## src/rtl/sprite_rom_pkg.sv

```systemverilog
// Shared types and defaults for the sprite ROM arbiter: ROM geometry,
// ownership state encoding and the read-tag record that tracks ROM latency.
package sprite_rom_pkg;

    localparam int ROM_ADDR_WIDTH = 20;
    localparam int ROM_DATA_WIDTH = 12;
    localparam int TAG_IDX_W      = 2;   // covers up to four requesters
    localparam int STAT_W         = 16;

    typedef enum logic {
        IDLE  = 1'b0,
        OWNED = 1'b1
    } arb_state_t;

    typedef struct packed {
        logic                 valid;
        logic [TAG_IDX_W-1:0] idx;
    } rd_tag_t;

    function automatic logic [STAT_W-1:0] stat_inc(input logic [STAT_W-1:0] v);
        return (&v) ? v : STAT_W'(v + 1'b1);
    endfunction

endpackage

```

## src/rtl/sprite_rom_arbiter_rr_picker.sv

```systemverilog
// Combinational circular priority pick: the first requester after ptr wins,
// with ptr itself checked last.
module rr_picker #(
    parameter int N     = 2,
    parameter int IDX_W = 1
) (
    input  logic [N-1:0]     req,
    input  logic [IDX_W-1:0] ptr,
    output logic [N-1:0]     gnt,
    output logic [IDX_W-1:0] idx,
    output logic             any
);

    logic [IDX_W-1:0] cand;

    always_comb begin
        // NOTE: every output gets a default first so no latch is inferred.
        gnt  = '0;
        idx  = '0;
        any  = 1'b0;
        cand = '0;
        for (int i = 1; i <= N; i++) begin
            cand = IDX_W'((int'(ptr) + i) % N);
            if (!any && req[cand]) begin
                any = 1'b1;
                idx = cand;
            end
        end
        if (any) gnt[idx] = 1'b1;
    end

endmodule

```

## src/rtl/sprite_rom_arbiter.sv

```systemverilog
// Round-robin arbiter with burst locking in front of a 1-cycle registered ROM.
// Define SPRITE_ROM_ARB_STATS_EN to add grant and conflict statistics outputs.
module sprite_rom_arbiter
    import sprite_rom_pkg::*;
#(
    parameter int NUM_REQ    = 2,
    parameter int ADDR_WIDTH = ROM_ADDR_WIDTH,
    parameter int DATA_WIDTH = ROM_DATA_WIDTH,
    parameter int MAX_BURST  = 64
) (
    input  logic                                clk,
    input  logic                                rst,
    input  logic [NUM_REQ-1:0]                  req,
    input  logic [NUM_REQ-1:0]                  lock,
    input  logic [NUM_REQ-1:0][ADDR_WIDTH-1:0]  addr,
    output logic [NUM_REQ-1:0]                  gnt,
    output logic [NUM_REQ-1:0]                  rvalid,
    output logic [DATA_WIDTH-1:0]               rdata,
    output logic [ADDR_WIDTH-1:0]               rom_addr,
`ifdef SPRITE_ROM_ARB_STATS_EN
    output logic [NUM_REQ-1:0][STAT_W-1:0]      stat_grants,
    output logic [STAT_W-1:0]                   stat_conflicts,
`endif
    input  logic [DATA_WIDTH-1:0]               rom_dout
);

    localparam int IDX_W = $clog2(NUM_REQ);
    localparam int CNT_W = (MAX_BURST > 1) ? $clog2(MAX_BURST) : 1;

    arb_state_t       state, state_next;
    logic [IDX_W-1:0] owner, owner_next;
    logic [IDX_W-1:0] rr_ptr, ptr_next;
    logic [CNT_W-1:0] burst_cnt, cnt_next;
    logic [ADDR_WIDTH-1:0] rom_addr_next;
    rd_tag_t          tag1, tag1_next, tag2;

    logic [NUM_REQ-1:0] pick_gnt;
    logic [IDX_W-1:0]   pick_idx;
    logic               pick_any;
    logic               lock_hold;
    logic               grant_any;
    logic [IDX_W-1:0]   win;

    rr_picker #(.N(NUM_REQ), .IDX_W(IDX_W)) u_picker (
        .req (req),
        .ptr (rr_ptr),
        .gnt (pick_gnt),
        .idx (pick_idx),
        .any (pick_any)
    );

    // A locked owner keeps the port until its burst budget is spent.
    assign lock_hold = (state == OWNED) && req[owner] && lock[owner]
                    && (burst_cnt < CNT_W'(MAX_BURST - 1));
    assign win       = lock_hold ? owner : pick_idx;
    assign grant_any = !rst && (lock_hold || pick_any);

    always_comb begin
        gnt = '0;
        for (int i = 0; i < NUM_REQ; i++) begin
            if (grant_any)
                gnt[i] = lock_hold ? (owner == IDX_W'(i)) : pick_gnt[i];
        end
    end

    always_comb begin
        state_next    = IDLE;
        owner_next    = owner;
        ptr_next      = rr_ptr;
        cnt_next      = burst_cnt;
        rom_addr_next = rom_addr;
        tag1_next     = '{valid: 1'b0, idx: '0};
        if (grant_any) begin
            state_next    = OWNED;
            owner_next    = win;
            ptr_next      = win;
            rom_addr_next = addr[win];
            tag1_next     = '{valid: 1'b1, idx: TAG_IDX_W'(win)};
            if (state == OWNED && owner == win)
                cnt_next = (&burst_cnt) ? burst_cnt : CNT_W'(burst_cnt + 1'b1);
            else
                cnt_next = '0;
        end
    end

    always_ff @(posedge clk) begin
        // NOTE: state uses non-blocking assignments so every register samples pre-edge values.
        if (rst) begin
            state     <= IDLE;
            owner     <= '0;
            rr_ptr    <= IDX_W'(NUM_REQ - 1);
            burst_cnt <= '0;
            rom_addr  <= '0;
            tag1      <= '0;
            tag2      <= '0;
        end else begin
            state     <= state_next;
            owner     <= owner_next;
            rr_ptr    <= ptr_next;
            burst_cnt <= cnt_next;
            rom_addr  <= rom_addr_next;
            tag1      <= tag1_next;
            tag2      <= tag1;
        end
    end

    // Stage 2 lines up with the ROM's registered output.
    always_comb begin
        rvalid = '0;
        for (int i = 0; i < NUM_REQ; i++)
            rvalid[i] = tag2.valid && (tag2.idx == TAG_IDX_W'(i));
    end

    assign rdata = rom_dout;

`ifdef SPRITE_ROM_ARB_STATS_EN
    always_ff @(posedge clk) begin
        if (rst) begin
            stat_grants    <= '0;
            stat_conflicts <= '0;
        end else begin
            for (int i = 0; i < NUM_REQ; i++)
                if (gnt[i]) stat_grants[i] <= stat_inc(stat_grants[i]);
            if ($countones(req) >= 2)
                stat_conflicts <= stat_inc(stat_conflicts);
        end
    end
`endif

endmodule

```

## config.mk

```make
export PLATFORM = sky130hd
export DESIGN_NAME = sprite_rom_arbiter
export DESIGN_NICKNAME = d
export VERILOG_FILES = /design/src/rtl/sprite_rom_pkg.sv /design/src/rtl/sprite_rom_arbiter_rr_picker.sv /design/src/rtl/sprite_rom_arbiter.sv
export SDC_FILE = /design/constraint.sdc
export NUM_CORES = 1
export LEC_CHECK = 0
export BUFFER_PORTS_ARGS = -buffer_cell sky130_fd_sc_hd__buf_2
export CAP_MARGIN = 5
export CORE_MARGIN = 2
export CORE_UTILIZATION = 30
export CTS_CLUSTER_SIZE = 40
export DETAILED_ROUTE_END_ITERATION = 10
export SYNTH_ARGS = -nofsm -noshare
export SYNTH_HDL_FRONTEND = slang
export SYNTH_SLANG_ARGS = --single-unit
```

## constraint.sdc

```tcl
create_clock -name clk -period 2.45 [get_ports clk]
set_clock_uncertainty 0.1 [all_clocks]
set_input_delay 0.1225 -clock clk [delete_from_list [all_inputs] [get_ports clk]]
set_output_delay 0.1225 -clock clk [all_outputs]
set_load 0.005 [all_outputs]
```

Word-level counts from Yosys, hierarchy flattened:

Index checks and enable logic that the tools add are counted.

* register bits: 35
* input bits: 58
* output and inout bits: 36
* word-level logic and storage cells: 67

* $add $sub $neg: 3
* order comparisons: 7
* equal/unequal tests: 3
* muxes and demuxes: 26
* bitwise gates (word level): 2
* reduce and logical (&&, ||, !) cells: 16

Operator list (number)
* $mux W20: 2
* $mux W1: 19
* $mux W6: 2
* $lt A1 B2 Y1 const B: 5
* $logic_and A1 B1 Y1: 9
* $add A6 B1 Y6 const B: 1
* $lt A6 B6 Y1 const B: 1
* $reduce_and A6 Y1: 1
* $mux W3: 1
* $add A1 B1 Y1 const B: 2
* $eq A2 B1 Y1 const B: 1
* $logic_not A1 Y1: 2
* $logic_not A2 Y1: 1
* $mux W2: 1
* $ne A2 B2 Y1 const B: 1
* $not A1 Y1: 2
* $reduce_and A2 Y1: 1
* $reduce_or A2 Y1: 1
* $demux W1 S1: 1
* $eq A1 B1 Y1: 1
* $ge A1 B1 Y1 const B: 1
* $logic_or A1 B1 Y1: 1

Longest topological paths before layout:

Gate-level depths: netlist (run 1).

* depth after elaboration: 14
* depth in mapped cells: 8
* gate-level depth less buffers: 7

Cells and area by module:

From an unflattened synthesis (run 1), not the netlist that was laid out.

* cell total of the unflattened synthesis: 164
* area total of the unflattened synthesis: 1500.2 µm²

By module, submodules not included
* sprite_rom_arbiter: instances 1, cells each 159, area an instance 1467.7 µm², sequential area each 640.6 µm²
* rr_picker: instances 1, cells each 5, area an instance 32.5 µm², sequential area each 0.0 µm²

Least setup slack after synthesis (run 1):

OpenSTA, ideal clock, no wires.

* path kind: reg2reg
* from: register burst_cnt[0]
* to: register rom_addr[3]
* library setup time: 0.133 ns
* arrival time: 1.647 ns
* data required time: 2.217 ns
* slack: 0.570 ns
* cell stages (with the launch flop): 8
* path buffers: 1
* period minus slack after synthesis: 1.880 ns
* cells stage by stage: dfxtp_1 -> ha_1 -> nand3_1 -> or2_2 -> a21oi_4 -> buf_2 -> o41a_1 -> a21oi_2

* cells in the longest elaborated chain, start to end: 5
* elaborated cells on any way between the ends: 7
* classes of those cells: order compare: 1; mux: 3; reduce/logical: 3

RTL lines
* start: declaration: line sprite_rom_arbiter.sv:33 `logic [CNT_W-1:0] burst_cnt, cnt_next;`
* start signal: assignment: line sprite_rom_arbiter.sv:100 `burst_cnt <= cnt_next;`
* $lt A6 B6 Y1 *: line sprite_rom_arbiter.sv:54 `&& (burst_cnt < CNT_W'(MAX_BURST - 1));`
* $logic_and A1 B1 Y1 *: line sprite_rom_arbiter.sv:54
* $mux W1: line sprite_rom_arbiter.sv:55 `assign win = lock_hold ? owner : pick_idx;`
* $mux W20 (not written as such) (2 in a row): line sprite_rom_arbiter.sv:77 `rom_addr_next = addr[win];`
* end signal: assignment: line sprite_rom_arbiter.sv:101 `rom_addr <= rom_addr_next;`
* end: declaration: line sprite_rom_arbiter.sv:19 `output logic [ADDR_WIDTH-1:0] rom_addr,`

Mark *: on every way between the ends. The rest lies on a longest branch, timed or not. The select of a mux whose other input is x is not followed.
A chain may end at the register's enable or synchronous reset.

Worst setup path in the final report (run 1):

* from: register burst_cnt[1]
* to: output port gnt[1]

* cells in the longest elaborated chain, start to end: 5
* elaborated cells on any way between the ends: 6
* classes of those cells: order compare: 1; mux: 2; reduce/logical: 3

RTL lines
* $lt A6 B6 Y1 *: line sprite_rom_arbiter.sv:54
* $logic_and A1 B1 Y1 *: line sprite_rom_arbiter.sv:54
* $logic_or A1 B1 Y1: line sprite_rom_arbiter.sv:56 `assign grant_any = !rst && (lock_hold || pick_any);`
* $logic_and A1 B1 Y1: line sprite_rom_arbiter.sv:56
* $mux W1 *: line sprite_rom_arbiter.sv:61 `if (grant_any)`
* end: declaration: line sprite_rom_arbiter.sv:16 `output logic [NUM_REQ-1:0] gnt,`

Mark *: on every way between the ends. The rest lies on a longest branch, timed or not.

==> qor.yml, run 1 <==
power_and_ir_drop:
  fin_total_pwr_uw: 1250
  ir_drop_mv: 0.203
  p_leak_uw: 0.00109
  power_density_nw_per_um2: 498
final_layout:
  multiInputGateArea_um2: 1010
  regArea_um2: 641
  fin_util_pct: 39.9
  fillers: 666
  fin_cells: 368
  diodes: 0
  area.growth.synth_to_final_pct: 29.7
  drive_gt1_share_pct: 40.2
  fin_nets: 349
worst_setup_path:
  critical_path_class: "reg -> out"
  r2r_cells: 9
  crit_arrival_ns: 2.09
  r2r-end: "rom_addr[12]$_SDFFE_PP0P_"
  path_max_fanout: 13
  worst_setup_path_end_kind: "output port"
  worstSetupStartpointType: "flop"
  rr_startpoint: "burst_cnt[1]$_SDFFE_PP0P_"
  rrSetupSlack_ns: 0.33
  critPathRequiredTime_ns: 2.23
clock_network:
  clockBufferDepth: 2
  cts_made_buffers: 5
  h-tree-depth: 2
  clk_latency_ns: 0.28
  clkSinkCount: 32
  clkTransAtPathRegs_ns: 0.07
  cts_tree: "done"
  ctsRootBufferMaster: "clkbuf_8"
placement:
  preCtsSetupSlack_ns: 0.0225
  port-buffer-count: 69
  hpwl_um: 3270
  gp_congestion: 0.731
  dp.cells: 346
drt:
  viasPerCell: 4.96
  drtIter0Drc: 95
  drc_errors: 0
  vias: 1826
  ant_nets: 0
  drt_pass1_iterations: 4
  wl_um: 5040
  wire_per_inst_um: 13.7
die:
  dieArea_um2: 7090
  rows: 29
  chipWidth_um: 84.2
  initial_core_util_pct: 30.7
  ios: 94
  fp.dieH_um: 84.2
  core_area_um2: 6280
sta:
  hold_slack_ns: 0.0152
  finalHoldViolations: 0
  setup_viol: 0
  fmax_ghz: 0.433
  drv_slew: 0
  timing.final.ws_setup_ns: 0.138
  period_share_pct: 94.4
  worst_pin_slew_ns: 0.940
  finalCriticalPeriod_ns: 2.31
  slew_headroom_pct: 37.0
global_route:
  antenna_found_initial: 0
  grt_pass1_vias: 1646
  grt_max_degree: 31
  overflow: 0
  grt_pass1_wl_um: 8110
  grt_usage_pct: 14.2
synth:
  ys_seq_elements: 32
  yosys-top-cells-count: "dfxtp_1 (32), nand2_1 (24), inv_1 (22)"
  synth_cell_types: 41
  async_flop_share_pct: 0
  yosys.area.top_type: "dfxtp_1"
  ys.flop_type: "dfxtp_1"
  syn_area_um2: 1930
  netlist_instances: 218
  syn_nets: 277
  synth.most_common_cell: "dfxtp_1"
  synth.top_cell.area_share_pct: 33.2
  synth.area.top_cells: "dfxtp_1 (33%), o41a_1 (12%), o211ai_2 (6.5%)"
  yosys_warnings: 0
  synth_edf_count: 0
  postSynthAreaPerCell_um2: 8.85
  synth-seq-area-share_pct: 33.2
min_path:
  hold_start: "addr[36]"
  min_path_cells: 3
  holdPathEnd: "rom_addr[16]$_SDFFE_PP0P_"
  hp-class: "in -> reg"
job:
  cap_viol_max_count: 0
run_status:
  outcome: "completed"
## registers in the layout, summed over array words and instances (netlist names)
register	count
burst_cnt	6
owner	1
rom_addr	20
rr_ptr	1
state	1
tag1	1
tag2	2
## critical path: stages (launching register included)
cell,delay [ns]
dfxtp_1,0.37
ha_2,0.20
nand3_1,0.11
buf_4,0.17
or2_2,0.33
a21oi_4,0.21
buf_12,0.16
o21a_1,0.13
buf_2,0.12
## routing by layer
layer	GRT usage, %	part of all wire, %	up-vias
met5	0	0	-
met4	4.11	1.1	0
met3	4.52	5.6	6
met2	22.2	46	51
met1	18.7	47	845
li1	-	-	924
## worst max path at each step
stage                              start                  endpoint  slack, ns  cells past startpoint
2_1_floorplan  burst_cnt[0]$_SDFFE_PP0P_  rom_addr[3]$_SDFFE_PP0P_       0.57                      7
3_3_place_gp   burst_cnt[1]$_SDFFE_PP0P_                    gnt[1]       0.05                      7
3_5_place_dp   burst_cnt[1]$_SDFFE_PP0P_                    gnt[1]       0.02                      7
4_1_cts        burst_cnt[1]$_SDFFE_PP0P_                    gnt[1]       0.02                      7
5_1_grt        burst_cnt[1]$_SDFFE_PP0P_                    gnt[1]      -0.01                      8
6_report       burst_cnt[1]$_SDFFE_PP0P_                    gnt[1]       0.14                      8
## area by class of cell
| type | instances | share of cell area, % |
|---|---|---|
| multi-input cells | 135 | 40.2 |
| flip-flops and latches | 32 | 25.6 |
| repair buffers | 93 | 23.2 |
| well taps | 77 | 3.85 |
| inverters | 23 | 3.45 |
| clock buffers | 6 | 3.30 |
| clock inverters | 2 | 0.400 |
## repair_timing
item,4_1_cts,5_1_grt
resized for setup,1,3
buffers inserted,0,2
setup endpoints to repair,2,2
hold buffers,10,0
gates cloned,1,1
pin swaps,1,2
hold endpoints to repair,10,0
## kinds of logic after synthesis
family	share of synthesized area (%)
and+or+nand+nor	12.7
xor gates and xnor gates	0.908
adders and majority gates	0.648
DFF	33.2
AOI/OAI and AO/OA	37.2
buffers and inverters	15.3
## through the flow
step / setup TNS (ns) / cell area [um^2]
global placement: 0 / 2240
finish: 0 / 2500
global route: -0.0101 / 2500
detailed placement: 0 / 2240
CTS: 0 / 2450
floorplan: 0 / 1930
## report_power, final
group / internal, uW / switching [uW]
logic: 126 / 125
registers: 548 / 14.8
clock network: 224 / 207
total: 898 / 347
## placed cells by master, fill, tap and decap left out, drive strengths merged, types with 2 or more instances in the layout
cell type    netlist  layout
o211ai            22      22
a21oi             24      24
o21a               2       2
nor2b              5       5
dlygate4sd3        0      10
nand2             24      24
nor2               7       7
clkbuf             7       7
o21ai              2       2
buf               22      82
nor3               2       3
dfxtp             32      32
nand3              5       5
o41a              20      20
clkinv             0       2
or2                2       2
inv               23      23
a21bo              2       2
xnor2              2       2
and3               2       2
(Power assumes the default switching activity.)
==> inputs of run 2 (changes only) <==
--- a/config.mk
+++ b/config.mk
@@ -11,6 +11,7 @@
 export CORE_UTILIZATION = 30
 export CTS_CLUSTER_SIZE = 40
 export DETAILED_ROUTE_END_ITERATION = 10
+export HOLD_SLACK_MARGIN = 0.08
 export SYNTH_ARGS = -nofsm -noshare
 export SYNTH_HDL_FRONTEND = slang
 export SYNTH_SLANG_ARGS = --single-unit
==> run 2 against run 1 <==
  * Via count grew 2.8%
  * Combinational power grew 6%
  * Critical path depth is the same
  * Sequential share of layout area shrank 1.1 points
  * Sequential power is essentially flat
  * Count of clock-buffer cells in the layout is the same
  * Cell count grew 3.0%
  * Register-to-register slack is essentially flat
  * Global-route usage grew 0.53 points
  * Die area is the same
  * Largest cell class unchanged
  * Largest power group unchanged
==> qor.yml, run 2 (synthesis results as in run 1) <==
run_status:
  outcome: "completed"
die:
  fp.dieH_um: 84.2
  rows: 29
  dieArea_um2: 7090
  ios: 94
  core_area_um2: 6280
  initial_core_util_pct: 30.7
  chipWidth_um: 84.2
clock_network:
  cts_made_buffers: 5
  clk_latency_ns: 0.29
  clkTransAtPathRegs_ns: 0.07
  clockBufferDepth: 2
  cts_tree: "done"
  h-tree-depth: 2
  clkSinkCount: 32
  ctsRootBufferMaster: "clkbuf_8"
drt:
  drc_errors: 0
  drt_pass1_iterations: 4
  vias: 1877
  drtIter0Drc: 79
  ant_nets: 0
  viasPerCell: 4.95
  wire_per_inst_um: 13.9
  wl_um: 5260
worst_setup_path:
  worst_setup_path_end_kind: "output port"
  endpoint: "gnt[1]"
  path_max_fanout: 13
  crit_start: "burst_cnt[1]$_SDFFE_PP0P_"
  crit_arrival_ns: 2.10
  r2r_cells: 8
  rrSetupSlack_ns: 0.33
  critPathRequiredTime_ns: 2.23
  r2r-end: "rom_addr[3]$_SDFFE_PP0P_"
  critical_path_class: "reg -> out"
  worstSetupStartpointType: "flop"
  rr_startpoint: "burst_cnt[1]$_SDFFE_PP0P_"
sta:
  setup_viol: 0
  drv_slew: 0
  finalHoldViolations: 0
  hold_slack_ns: 0.0996
  fmax_ghz: 0.431
  tns_ns: 0
  period_share_pct: 94.6
  worst_pin_slew_ns: 0.947
  finalCriticalPeriod_ns: 2.32
  slew_headroom_pct: 36.5
global_route:
  grt_usage_pct: 14.7
  grt_max_degree: 31
  grt_pass1_wl_um: 8400
  grt_pass1_vias: 1702
  antenna_found_initial: 0
  overflow: 0
final_layout:
  area.growth.synth_to_final_pct: 35.4
  fillers: 661
  diodes: 0
  final_common_cell: "buf_2"
  reg.largest.list: "rom_addr x20, burst_cnt x6, tag2 x2"
  mostFrequentLayoutCells: "buf_2 (69), dfxtp_1 (32), nand2_1 (24), inv_1 (22), dlygate4sd3_1 (21)"
  drive_gt1_share_pct: 38.7
  largest_register: "rom_addr"
  fin_nets: 360
  fin_util_pct: 41.6
  fin_area_um2: 2610
  largest_reg_flops: 20
power_and_ir_drop:
  fin_total_pwr_uw: 1260
  ir_drop_mv: 0.204
  p_leak_uw: 0.00114
  power_density_nw_per_um2: 484
min_path:
  min_path_cells: 4
  hp-class: "in -> reg"
  hold_start: "addr[11]"
placement:
  hpwl_um: 3270
  gp_congestion: 0.731
  place_area_um2: 2240
  port-buffer-count: 69
job:
  cap_viol_max_count: 0
run 2: changes by cell type in the layout (fill, tap and decap cells not counted), sizes merged:
cell	before	now
dlygate4sd3	10	21
run 2: worst min-delay path by stage:
| stage | to | slack (ns) |
|---|---|---|
| floorplan | rom_addr[12]$_SDFFE_PP0P_ | 0.17 |
| global placement | rdata[10] | 0.15 |
| detailed placement | rdata[10] | 0.15 |
| CTS | rom_addr[11]$_SDFFE_PP0P_ | 0.1 |
| global route | rom_addr[11]$_SDFFE_PP0P_ | 0.11 |
| finish | rom_addr[11]$_SDFFE_PP0P_ | 0.1 |
run 2: worst max-delay path, cell delays in order (launching register included):
cell and delay [ns]:
dfxtp_1 0.37, ha_2 0.20, nand3_1 0.11, buf_4 0.17, or2_2 0.33, a21oi_4 0.21, buf_12 0.16, o21a_1 0.14
buf_2 0.12
run 2: metal layers:
metal	vias up	part of all wire [%]	global-route usage (%)
li1	945	-	-
met1	877	46	18.8
met2	46	47	23.9
met3	9	5.1	4.62
met4	0	1.4	4.11
met5	-	0	0
run 2: final cells by class:
cell class / instances / area [um^2] / area share (%)
multi-input combinational: 135 / 1010 / 38.5
clock inverter: 2 / 10.0 / 0.383
inverter: 23 / 86.3 / 3.30
clock buffer: 6 / 82.6 / 3.16
timing repair buffer: 104 / 691 / 26.4
tap: 77 / 96.3 / 3.69
sequential: 32 / 641 / 24.5
run 2: power breakdown:
group	total, uW	internal [uW]	switching, uW
Sequential	563	548	14.9
Clock	435	224	211
Combinational	267	137	129
Total	1260	910	355
run 2: timing repair:
action,4_1_cts,5_1_grt
endpoints found under the hold margin,21,0
endpoints found under the setup margin,2,2
setup buffers,0,2
gates resized for setup,1,3
pin swaps,1,2
hold buffers,21,0
cloned,1,1
run 2: through the flow:
step / setup slack (ns) / std cells
2_1_floorplan: 0.570 / 218
3_3_place_gp: 0.0535 / 346
3_5_place_dp: 0.0225 / 346
4_1_cts: 0.0205 / 376
5_1_grt: -0.0101 / 379
6_report: 0.131 / 379
